File: config.mk
export PLATFORM = sky130hd
export DESIGN_NAME = jtag_tap_master
export DESIGN_NICKNAME = d
export VERILOG_FILES = /design/src/rtl/jtag_tap_master.sv
export SDC_FILE = /design/constraint.sdc
export NUM_CORES = 1
export LEC_CHECK = 0
export BUFFER_PORTS_ARGS = -buffer_cell sky130_fd_sc_hd__buf_2
export CORE_ASPECT_RATIO = 1.5
export CORE_UTILIZATION = 59
export CTS_CLUSTER_DIAMETER = 30
export CTS_CLUSTER_SIZE = 40
export DETAILED_ROUTE_END_ITERATION = 8
export GPL_TIMING_DRIVEN = 0
export PLACE_DENSITY = 0.81
export SYNTH_ARGS = -nofsm -noshare
export SYNTH_HDL_FRONTEND = slang
export SYNTH_SLANG_ARGS = --single-unit
export TNS_END_PERCENT = 10
File: constraint.sdc
create_clock -name clk_i -period 6.3 [get_ports clk_i]
set_clock_uncertainty 0.2 [all_clocks]
set_input_delay 0.315 -clock clk_i [delete_from_list [all_inputs] [get_ports clk_i]]
set_output_delay 0.315 -clock clk_i [all_outputs]
set_load 0.005 [all_outputs]
File: src/rtl/jtag_tap_master.sv
// JTAG TAP master: turns TLR / IR-shift / DR-shift / run-idle commands into TCK/TMS/TDI
// sequences and returns captured TDO. Define JTAG_TAP_MASTER_CHECK_EN to add the TDO compare.
module jtag_tap_master #(
    parameter int DATA_W  = 64,
    parameter int CLK_DIV = 4,
    parameter int LEN_W   = $clog2(DATA_W + 1)
) (
    input  logic              clk_i,
    input  logic              rst_i,
    input  logic              cmd_valid_i,
    output logic              cmd_ready_o,
    input  logic [1:0]        cmd_type_i,
    input  logic [LEN_W-1:0]  cmd_len_i,
    input  logic [DATA_W-1:0] cmd_data_i,
    output logic              rsp_valid_o,
    input  logic              rsp_ready_i,
    output logic [DATA_W-1:0] rsp_data_o,
    output logic              busy_o,
    output logic              jtag_tck_o,
    output logic              jtag_tms_o,
    output logic              jtag_tdi_o,
    input  logic              jtag_tdo_i
`ifdef JTAG_TAP_MASTER_CHECK_EN
    ,
    input  logic [DATA_W-1:0] cmd_exp_i,
    input  logic [DATA_W-1:0] cmd_mask_i,
    output logic              rsp_err_o
`endif
);

    // Handshakes: a transfer happens on a rising clk edge where valid and ready are both high;
    // valid never waits for ready, and payload is held stable while valid is high and ready is low.

    localparam int DIV_W = (CLK_DIV > 1) ? $clog2(CLK_DIV) : 1;
    localparam int CNT_W = (LEN_W > 3) ? LEN_W : 3;
    localparam logic [LEN_W-1:0] MAX_LEN  = LEN_W'(DATA_W);
    localparam logic [DIV_W-1:0] DIV_LAST = DIV_W'(CLK_DIV - 1);

    localparam logic [1:0] T_TLR  = 2'b00;
    localparam logic [1:0] T_IR   = 2'b01;
    localparam logic [1:0] T_DR   = 2'b10;
    localparam logic [1:0] T_RUNI = 2'b11;

    typedef enum logic [2:0] {
        S_IDLE, S_RST, S_SEL, S_SHIFT, S_EXIT, S_RUNI, S_RESP
    } state_t;

    state_t state_q, state_d;

    logic [DIV_W-1:0]  div_q;
    logic              tck_q, tms_q, tdi_q;
    logic [CNT_W-1:0]  tick_q, tick_d, n_ticks;
    logic [LEN_W-1:0]  len_q, cmd_len_c;
    logic [1:0]        type_q, type_c;
    logic [DATA_W-1:0] tx_q, cap_q, cap_shift, res_data;
    logic              rsp_valid_q;
    logic [DATA_W-1:0] rsp_data_q;
    logic              active, half_end, rise, fall, last_tick, is_shift;
    logic              accept, load, tms_d, tdi_d;

    assign active   = (state_q != S_IDLE) && (state_q != S_RESP);
    assign half_end = active && (div_q == DIV_LAST);
    assign rise     = half_end && !tck_q;
    assign fall     = half_end && tck_q;
    assign is_shift = (type_q == T_IR) || (type_q == T_DR);

    // The command type is only latched at accept, so SEL's first tick reads it from the port
    assign type_c    = (state_q == S_IDLE) ? cmd_type_i : type_q;
    assign cmd_len_c = (cmd_len_i > MAX_LEN) ? MAX_LEN : cmd_len_i;

    always_comb begin
        n_ticks = CNT_W'(1);
        case (state_q)
            S_RST:   n_ticks = CNT_W'(6);
            S_SEL:   n_ticks = (type_q == T_IR) ? CNT_W'(4) : CNT_W'(3);
            S_SHIFT: n_ticks = CNT_W'(len_q);
            S_EXIT:  n_ticks = CNT_W'(2);
            S_RUNI:  n_ticks = CNT_W'(len_q);
            default: n_ticks = CNT_W'(1);
        endcase
    end

    assign last_tick = (tick_q == n_ticks - CNT_W'(1));

    always_comb begin
        state_d = state_q;
        tick_d  = tick_q;
        accept  = 1'b0;
        load    = 1'b0;
        case (state_q)
            S_IDLE: begin
                if (cmd_valid_i) begin
                    accept = 1'b1;
                    tick_d = '0;
                    case (cmd_type_i)
                        T_TLR: begin
                            state_d = S_RST;
                            load    = 1'b1;
                        end
                        T_RUNI: begin
                            state_d = (cmd_len_c == '0) ? S_RESP : S_RUNI;
                            load    = (cmd_len_c != '0);
                        end
                        default: begin
                            state_d = (cmd_len_c == '0) ? S_RESP : S_SEL;
                            load    = (cmd_len_c != '0);
                        end
                    endcase
                end
            end
            S_RESP: begin
                if (rsp_valid_q && rsp_ready_i) state_d = S_IDLE;
            end
            default: begin
                // Each tick ends on the TCK falling edge, where the next TMS/TDI is launched
                if (fall) begin
                    if (!last_tick) begin
                        tick_d = tick_q + CNT_W'(1);
                        load   = 1'b1;
                    end else begin
                        tick_d = '0;
                        case (state_q)
                            S_SEL: begin
                                state_d = S_SHIFT;
                                load    = 1'b1;
                            end
                            S_SHIFT: begin
                                state_d = S_EXIT;
                                load    = 1'b1;
                            end
                            default: state_d = S_RESP;
                        endcase
                    end
                end
            end
        endcase
    end

    always_comb begin
        tms_d = tms_q;
        tdi_d = 1'b0;
        case (state_d)
            S_RST:   tms_d = (tick_d != CNT_W'(5));
            S_SEL:   tms_d = (type_c == T_IR) ? (tick_d < CNT_W'(2)) : (tick_d == '0);
            S_SHIFT: begin
                tms_d = (tick_d == CNT_W'(len_q) - CNT_W'(1));
                tdi_d = tx_q[0];
            end
            S_EXIT:  tms_d = (tick_d == '0);
            S_RUNI:  tms_d = 1'b0;
            default: tms_d = tms_q;
        endcase
    end

    // Capture fills from the MSB; the final right shift by (DATA_W-len) right-aligns it
    always_comb begin
        cap_shift = cap_q >> 1;
        cap_shift[DATA_W-1] = jtag_tdo_i;
        res_data = is_shift ? (cap_q >> (MAX_LEN - len_q)) : '0;
    end

    always_ff @(posedge clk_i) begin
        if (rst_i) state_q <= S_IDLE;
        else       state_q <= state_d;
    end

    always_ff @(posedge clk_i) begin
        if (rst_i) begin
            div_q       <= '0;
            tck_q       <= 1'b0;
            tms_q       <= 1'b1;
            tdi_q       <= 1'b0;
            tick_q      <= '0;
            len_q       <= '0;
            type_q      <= T_TLR;
            tx_q        <= '0;
            cap_q       <= '0;
            rsp_valid_q <= 1'b0;
            rsp_data_q  <= '0;
        end else begin
            tick_q <= tick_d;
            if (half_end) begin
                div_q <= '0;
                tck_q <= ~tck_q;
            end else if (active) begin
                div_q <= div_q + 1'b1;
            end
            if (load) begin
                tms_q <= tms_d;
                tdi_q <= tdi_d;
            end
            if (load && (state_d == S_SHIFT)) tx_q <= tx_q >> 1;
            if (accept) begin
                len_q  <= cmd_len_c;
                type_q <= cmd_type_i;
                tx_q   <= cmd_data_i;
                cap_q  <= '0;
            end
            if (rise && (state_q == S_SHIFT)) cap_q <= cap_shift;
            if ((state_q == S_RESP) && !rsp_valid_q) begin
                rsp_valid_q <= 1'b1;
                rsp_data_q  <= res_data;
            end else if (rsp_valid_q && rsp_ready_i) begin
                rsp_valid_q <= 1'b0;
            end
        end
    end

`ifdef JTAG_TAP_MASTER_CHECK_EN
    logic [DATA_W-1:0] exp_q, mask_q, len_mask;
    logic              err_q;

    assign len_mask = {DATA_W{1'b1}} >> (MAX_LEN - len_q);

    always_ff @(posedge clk_i) begin
        if (rst_i) begin
            exp_q  <= '0;
            mask_q <= '0;
            err_q  <= 1'b0;
        end else begin
            if (accept) begin
                exp_q  <= cmd_exp_i;
                mask_q <= cmd_mask_i;
            end
            if ((state_q == S_RESP) && !rsp_valid_q)
                err_q <= is_shift && (|((res_data ^ exp_q) & mask_q & len_mask));
        end
    end

    assign rsp_err_o = err_q;
`endif

    assign cmd_ready_o = (state_q == S_IDLE);
    assign busy_o      = (state_q != S_IDLE);
    assign rsp_valid_o = rsp_valid_q;
    assign rsp_data_o  = rsp_data_q;
    assign jtag_tck_o  = tck_q;
    assign jtag_tms_o  = tms_q;
    assign jtag_tdi_o  = tdi_q;

endmodule

* After elaboration in Yosys (flattened, before gate mapping) *
Cells that the tools add are included.

cells by class
  shift-type cells = 1
  $add $sub $neg = 5
  eq/ne operators = 20
  bitwise operators = 1
  reduce and logical (&&, ||, !) cells = 25
  multiplexer cells = 35
  $lt $le $gt $ge = 2

operators by type and width
  operator               count
  $mux W64               5
  $shr A64 B7 Y64        1
  $mux W7                4
  $pmux W7 S4            1
  $mux W3                6
  $pmux W3 S2            3
  $eq A3 B3 Y1 const B   5
  $eq A7 B7 Y1           2
  $logic_not A7 Y1       2
  $pmux W7 S2            1
  $sub A7 B1 Y7 const B  2
  $eq A3 B2 Y1 const B   4
  $mux W1                11
  $logic_and A1 B1 Y1    8
  $add A7 B1 Y7 const B  1
  $gt A7 B7 Y1 const B   1
  $lt A7 B2 Y1 const B   1
  $ne A7 B3 Y1 const B   1
  $reduce_bool A7 Y1     1
  $sub A7 B7 Y7 const A  1
  $eq A2 B2 Y1 const B   3
  $eq A3 B1 Y1 const B   2
  $reduce_bool A2 Y1     3
  $reduce_or A2 Y1       3
  14 further kinds       17

storage, ports and cells
  output and inout bits = 70
  flip-flop bits (word level) = 217
  input port bits = 78
  logic and storage cells = 101

* Longest topological paths before layout *
  depth after elaboration = 12
  mapped depth = 19
  depth with buffers taken out = 16

* Worst setup path after synthesis *
Ideal clock, no wire load.

  path type = flip-flop to flip-flop
  from = reg len_q[0]
  to = reg rsp_data_q[4], in the netlist rsp_data_o[4]
  arrival = 4.057 ns
  buffers on the path = 7
  cell stages (with the launch flop) = 17
  library setup time = 0.128 ns
  clock period less this slack = 4.385 ns
  data required time = 5.972 ns
  setup slack = 1.915 ns
  cell sequence = dfxtp_1 > clkbuf_1 > buf_1 > inv_1 > clkbuf_1 > buf_1 > ha_1 > buf_1 > clkbuf_1 > buf_1 > mux4_2 > nand2_1 > o211ai_1 > o211ai_1 > o21ai_0 > a222oi_1 > nor2_1

on the way
  longest elaborated chain between the ends = 3

RTL lines
  item                      line  source
  start: declaration        53    logic [LEN_W-1:0] len_q, cmd_len_c;
  start signal: assignment  194   len_q <= cmd_len_c;
  $sub A7 B7 Y7             159   res_data = is_shift ? (cap_q >> (MAX_LEN - len_q)) : '0;
  $shr A64 B7 Y64           159
  $mux W64                  159
  end signal: assignment    202   rsp_data_q <= res_data;
  end: declaration          57    logic [DATA_W-1:0] rsp_data_q;

Every way passes these cells.
A chain may end at the register's enable or synchronous reset.

* Worst setup path in the final report *
  from = reg len_q[0]
  to = reg rsp_data_q[8], in the netlist rsp_data_o[8]

The elaborated chain is that of the path after synthesis.

==> run summary <==
The run finished with clean final reports. Detailed placement finished with a half-perimeter wire length of approximately 33,000 µm. The highest net fanout along the worst path is 10.

The count of TritonRoute iterations in the first routing pass came out at 7. Tracing the worst setup path back leads to its startpoint at len_q[0]$_SDFFE_PP0P_. The ratio of cells with drive above 1 in the final layout is 15.6%. CTS built an H-tree with a depth of 2. The number of global-route vias before repair came out at 13,920. The total area inside the core boundary comes to 21,100 µm². The number of input and output port buffers inserted is between 100 and 150.

Synthesis produced a netlist with a net count of approximately 1,700. The sum of met2 wire segment lengths after detailed routing came out at approximately 23,000 µm. The number of buffers created by CTS came out at 37. The count of different cell masters after synthesis is 67. The tree is rooted in a sky130_fd_sc_hd__clkbuf_16. The type of the most critical hold path is input port to register.

The starting density of the core is 60.2%. The total clock sinks came out at ~220. The sequential-to-total area share from yosys stat came out at 34.3%.

The worst vdd rail ir drop came out at around 300 µV. The power per standard cell area came out at roughly 290 nW/µm². In this run the vertical extent of the chip is about 180 µm. The setup slack after layout is 0.346 ns. The number of warnings reported in the yosys synthesis log came out at 0.

The worst stage delay on the critical path is between 0.7 and 0.8 ns. Compared with the post-synthesis result, the final layout area differs by 24.9%. The minimum clock period after layout is a little under 6 ns. The final route contains approximately 14,000 vias.

The number of nets with antenna violations after routing is 0. The signal on the critical path passes through clkbuf_2 > inv_1 > clkbuf_1 > buf_1 > ha_1 > buf_1 > clkbuf_1 > mux4_2 > nand2_1 > o21ai_0 > o21ai_0 > o21ai_0 > a222oi_1 > nor2_1. The slack of the worst reg-to-reg path came out at ~0.35 ns.

In this run, synthesis inferred 0 flip-flops with an integrated enable. In the routed design, unresolved DRC markers number 0. In this run the cell area of the synthesized design comes to between 10,000 and 15,000 µm².

STA classifies the critical path endpoint as a register. The post-placement setup slack came out at between 0.04 and 0.05 ns. Routability-driven placement finished with a final weighted congestion of between 1 and 1.5.

The hold violation count in the final report was 0. The cell count after synthesis is about 1,600. The clock insertion delay at the later pin of the skew report came out at around 0.53 ns. The worst setup path is launched from a register. The post-route core utilization is 75.1%. The maximum frequency from static timing analysis came out at between 0.15 and 0.2 GHz. The initial antenna violation count is 2. The total I/O pin count came out at 148.

TritonCTS built the clock tree. The part of the cycle the worst path needs came out at 94.5%. By startpoint and endpoint, the worst setup path is classified as register to register. The critical path buffer and inverter count came out at 6.

Across the run, the number of max-cap violations was 0. The synthesized design contains around 220 register bits. Among the stages of the critical path, the cell type that occurs most often is sky130_fd_sc_hd__o21ai_0. The wire length of the first global-routing pass came out at 73,500 µm. The net count of the finished layout is approximately 1,900. The leakage power summed over all cells came out at 6.32 nW. The startpoint of the worst hold path is cmd_valid_i.

The cell with the biggest individual delay on the critical path is sky130_fd_sc_hd__dfxtp_1. The deepest clock path buffer count is 3. The via-per-instance ratio came out at 6.57. The data required time at the worst endpoint is between 6 and 7 ns. The violation count after the first detailed-route iteration is approximately 1,700. In the synthesized netlist the async set-or-reset flop fraction comes to 0%.

The leftover overflow at the end of global routing is 0. The detailed-routing wirelength on met1 is around 16,000 µm. The actual transition at the worst max-transition pin is about 1.1 ns.

Among all flip-flop cells after synthesis, the most frequent one is sky130_fd_sc_hd__dfxtp_1. The maximum number of pins on one net before global-route repair came out at 13. The arrival time at the worst endpoint is 6.15 ns. The clock input transition at the sequential cells of the worst setup and hold paths came out at ~0.060 ns. In the layout the commonest cells are sky130_fd_sc_hd__nand2_1 (296), sky130_fd_sc_hd__nor2_1 (241), sky130_fd_sc_hd__dfxtp_1 (217).

Across every metal layer, demand over resource in global routing totals 42.8%. Among cell families on the critical path, the largest total delay comes from buffers and inverters. The met3 wirelength from detailed routing is approximately 3400 µm. The number of rows in the core area came out at 65. The startpoint identified for the worst register-to-register timing path is len_q[0]$_SDFFE_PP0P_. The die boundary width is ~120 µm. The count of endpoints failing setup in the final report is 0.

The number of max-slew violations in the final report came to 0. The mean area per synthesized cell came out at 8.04 µm². The headroom to the max-slew limit is 25.3%. The sum of negative setup slack came out at 0 ns. The total detailed-routing wirelength is 47,300 µm. Setup repair after global routing left no endpoint under its margin.

The highest layer used for signal routing is met5. The area of the die came out at about 22,000 µm². Leaving out fill and tap cells, the most frequent cell in the layout is sky130_fd_sc_hd__nand2_1. After detailed routing, the average wire length per cell comes to around 22 µm.
==> repair_timing <==
| action | 4_1_cts | 5_1_grt |
|---|---|---|
| setup buffers | 0 | 0 |
| endpoints found under the setup margin | 0 | 40 |
| hold buffers | 78 | 0 |
| endpoints found under the hold margin | 75 | 0 |
| gates resized for setup | 0 | 4 |
==> Yosys cell counts (4+ instances only) <==
cell,number,area [µm²]
sky130_fd_sc_hd__mux2_2,11,124
sky130_fd_sc_hd__nand2_1,296,1110
sky130_fd_sc_hd__a31oi_1,7,43.8
sky130_fd_sc_hd__a21oi_1,50,250
sky130_fd_sc_hd__buf_2,8,40.0
sky130_fd_sc_hd__nor3_1,12,60.1
sky130_fd_sc_hd__inv_1,14,52.6
sky130_fd_sc_hd__nor2b_1,11,68.8
sky130_fd_sc_hd__clkbuf_1,117,439
sky130_fd_sc_hd__o211ai_1,24,180
sky130_fd_sc_hd__and2_1,10,62.6
sky130_fd_sc_hd__ha_1,7,87.6
sky130_fd_sc_hd__nor4_1,7,43.8
sky130_fd_sc_hd__and3_1,11,68.8
sky130_fd_sc_hd__mux2i_1,62,621
sky130_fd_sc_hd__buf_1,19,71.3
sky130_fd_sc_hd__dfxtp_1,217,4340
sky130_fd_sc_hd__o21ai_0,77,385
sky130_fd_sc_hd__mux4_2,43,968
sky130_fd_sc_hd__nand4_1,7,43.8
sky130_fd_sc_hd__o2bb2ai_1,4,35.0
sky130_fd_sc_hd__xor2_1,8,70.1
sky130_fd_sc_hd__nor2_1,241,905
sky130_fd_sc_hd__a311oi_1,62,543
sky130_fd_sc_hd__a22oi_1,100,751
sky130_fd_sc_hd__a211oi_1,7,52.6
sky130_fd_sc_hd__nand3_1,21,105
sky130_fd_sc_hd__nand2b_1,5,31.3
sky130_fd_sc_hd__xnor2_1,12,105
sky130_fd_sc_hd__or3_1,8,50.1
sky130_fd_sc_hd__buf_6,5,56.3
sky130_fd_sc_hd__o31ai_1,4,30.0
sky130_fd_sc_hd__nand3b_1,9,67.6
sky130_fd_sc_hd__a222oi_1,32,320
==> state kept, by name (all words and copies together), names as in the netlist <==
name         flops
jtag_tms_o       1
jtag_tdi_o       1
rsp_data_o      64
cap_q           64
tick_q           7
jtag_tck_o       1
rsp_valid_o      1
div_q            2
state_q          3
tx_q            64
len_q            7
type_q           2
==> layer usage <==
| layer | vias to the layer above | global-route usage [%] |
|---|---|---|
| met3 | 255 | 7.13 |
| met5 | - | 0 |
| met1 | 6622 | 44.8 |
| met2 | 872 | 75.3 |
| li1 | 6289 | - |
| met4 | 2 | 32.6 |
==> cell type report <==
| type | count | area (µm²) |
|---|---|---|
| well taps | 268 | 335 |
| plain buffers | 151 | 643 |
| clock inverters | 24 | 307 |
| clock buffers | 43 | 1000 |
| fillers | 1514 | 5240 |
| inverters | 14 | 52.6 |
| multi-input cells | 1194 | 7630 |
| flip-flops and latches | 217 | 4340 |
| diodes | 1 | 2.50 |
| repair buffers | 224 | 1510 |
==> kinds of logic after synthesis <==
kind of cell | count (synthesis) | share of synthesized area (%)
adders and majority gates | 7 | 0.691
xor gates and xnor gates | 20 | 1.38
buffers and inverters | 166 | 5.50
DFF | 217 | 34.3
AOI/OAI and AO/OA | 397 | 22.8
and+or+nand+nor | 654 | 21.8
muxes | 116 | 13.5
==> worst reg2reg max path, cell delays in order (launching register included) <==
cell	delay, ns
sky130_fd_sc_hd__dfxtp_1	0.72
sky130_fd_sc_hd__clkbuf_2	0.44
sky130_fd_sc_hd__inv_1	0.11
sky130_fd_sc_hd__clkbuf_1	0.30
sky130_fd_sc_hd__buf_1	0.47
sky130_fd_sc_hd__ha_1	0.49
sky130_fd_sc_hd__buf_1	0.56
sky130_fd_sc_hd__clkbuf_1	0.53
sky130_fd_sc_hd__mux4_2	0.43
sky130_fd_sc_hd__nand2_1	0.09
sky130_fd_sc_hd__o21ai_0	0.19
sky130_fd_sc_hd__o21ai_0	0.52
sky130_fd_sc_hd__o21ai_0	0.29
sky130_fd_sc_hd__a222oi_1	0.39
sky130_fd_sc_hd__nor2_1	0.07
==> path summary, 6_finish.rpt <==
| path | endpoint | cells past startpoint |
|---|---|---|
| setup / recovery | rsp_data_o[8]$_SDFFE_PP0P_ | 14 |
| hold / removal | state_q[0]$_SDFF_PP0_ | 7 |
| hold reg to reg | tx_q[47]$_SDFFE_PP0P_ | 2 |
| setup reg to reg | rsp_data_o[8]$_SDFFE_PP0P_ | 14 |
==> power breakdown <==
part	total [mW]	leakage, nW	internal (mW)	switching [mW]
Clock	2.11	0.645	1.33	0.776
Combinational	0.958	3.91	0.310	0.648
Sequential	1.48	1.76	1.44	0.0418
==> per-stage QoR <==
stage | instances | hold WS, ns | power [mW] | cell area (µm²)
finish | 2136 | 0.255 | 4.55 | 15800
global route | 2136 | 0.303 | 4.66 | 15800
CTS | 2136 | 0.256 | 4.49 | 15800
detailed placement | 1991 | 0.255 | 2.37 | 13700
global placement | 1991 | 0.244 | 2.35 | 13700
floorplan | 1577 | 0.236 | 2.08 | 12700
Power figures use the tool's default switching activity.
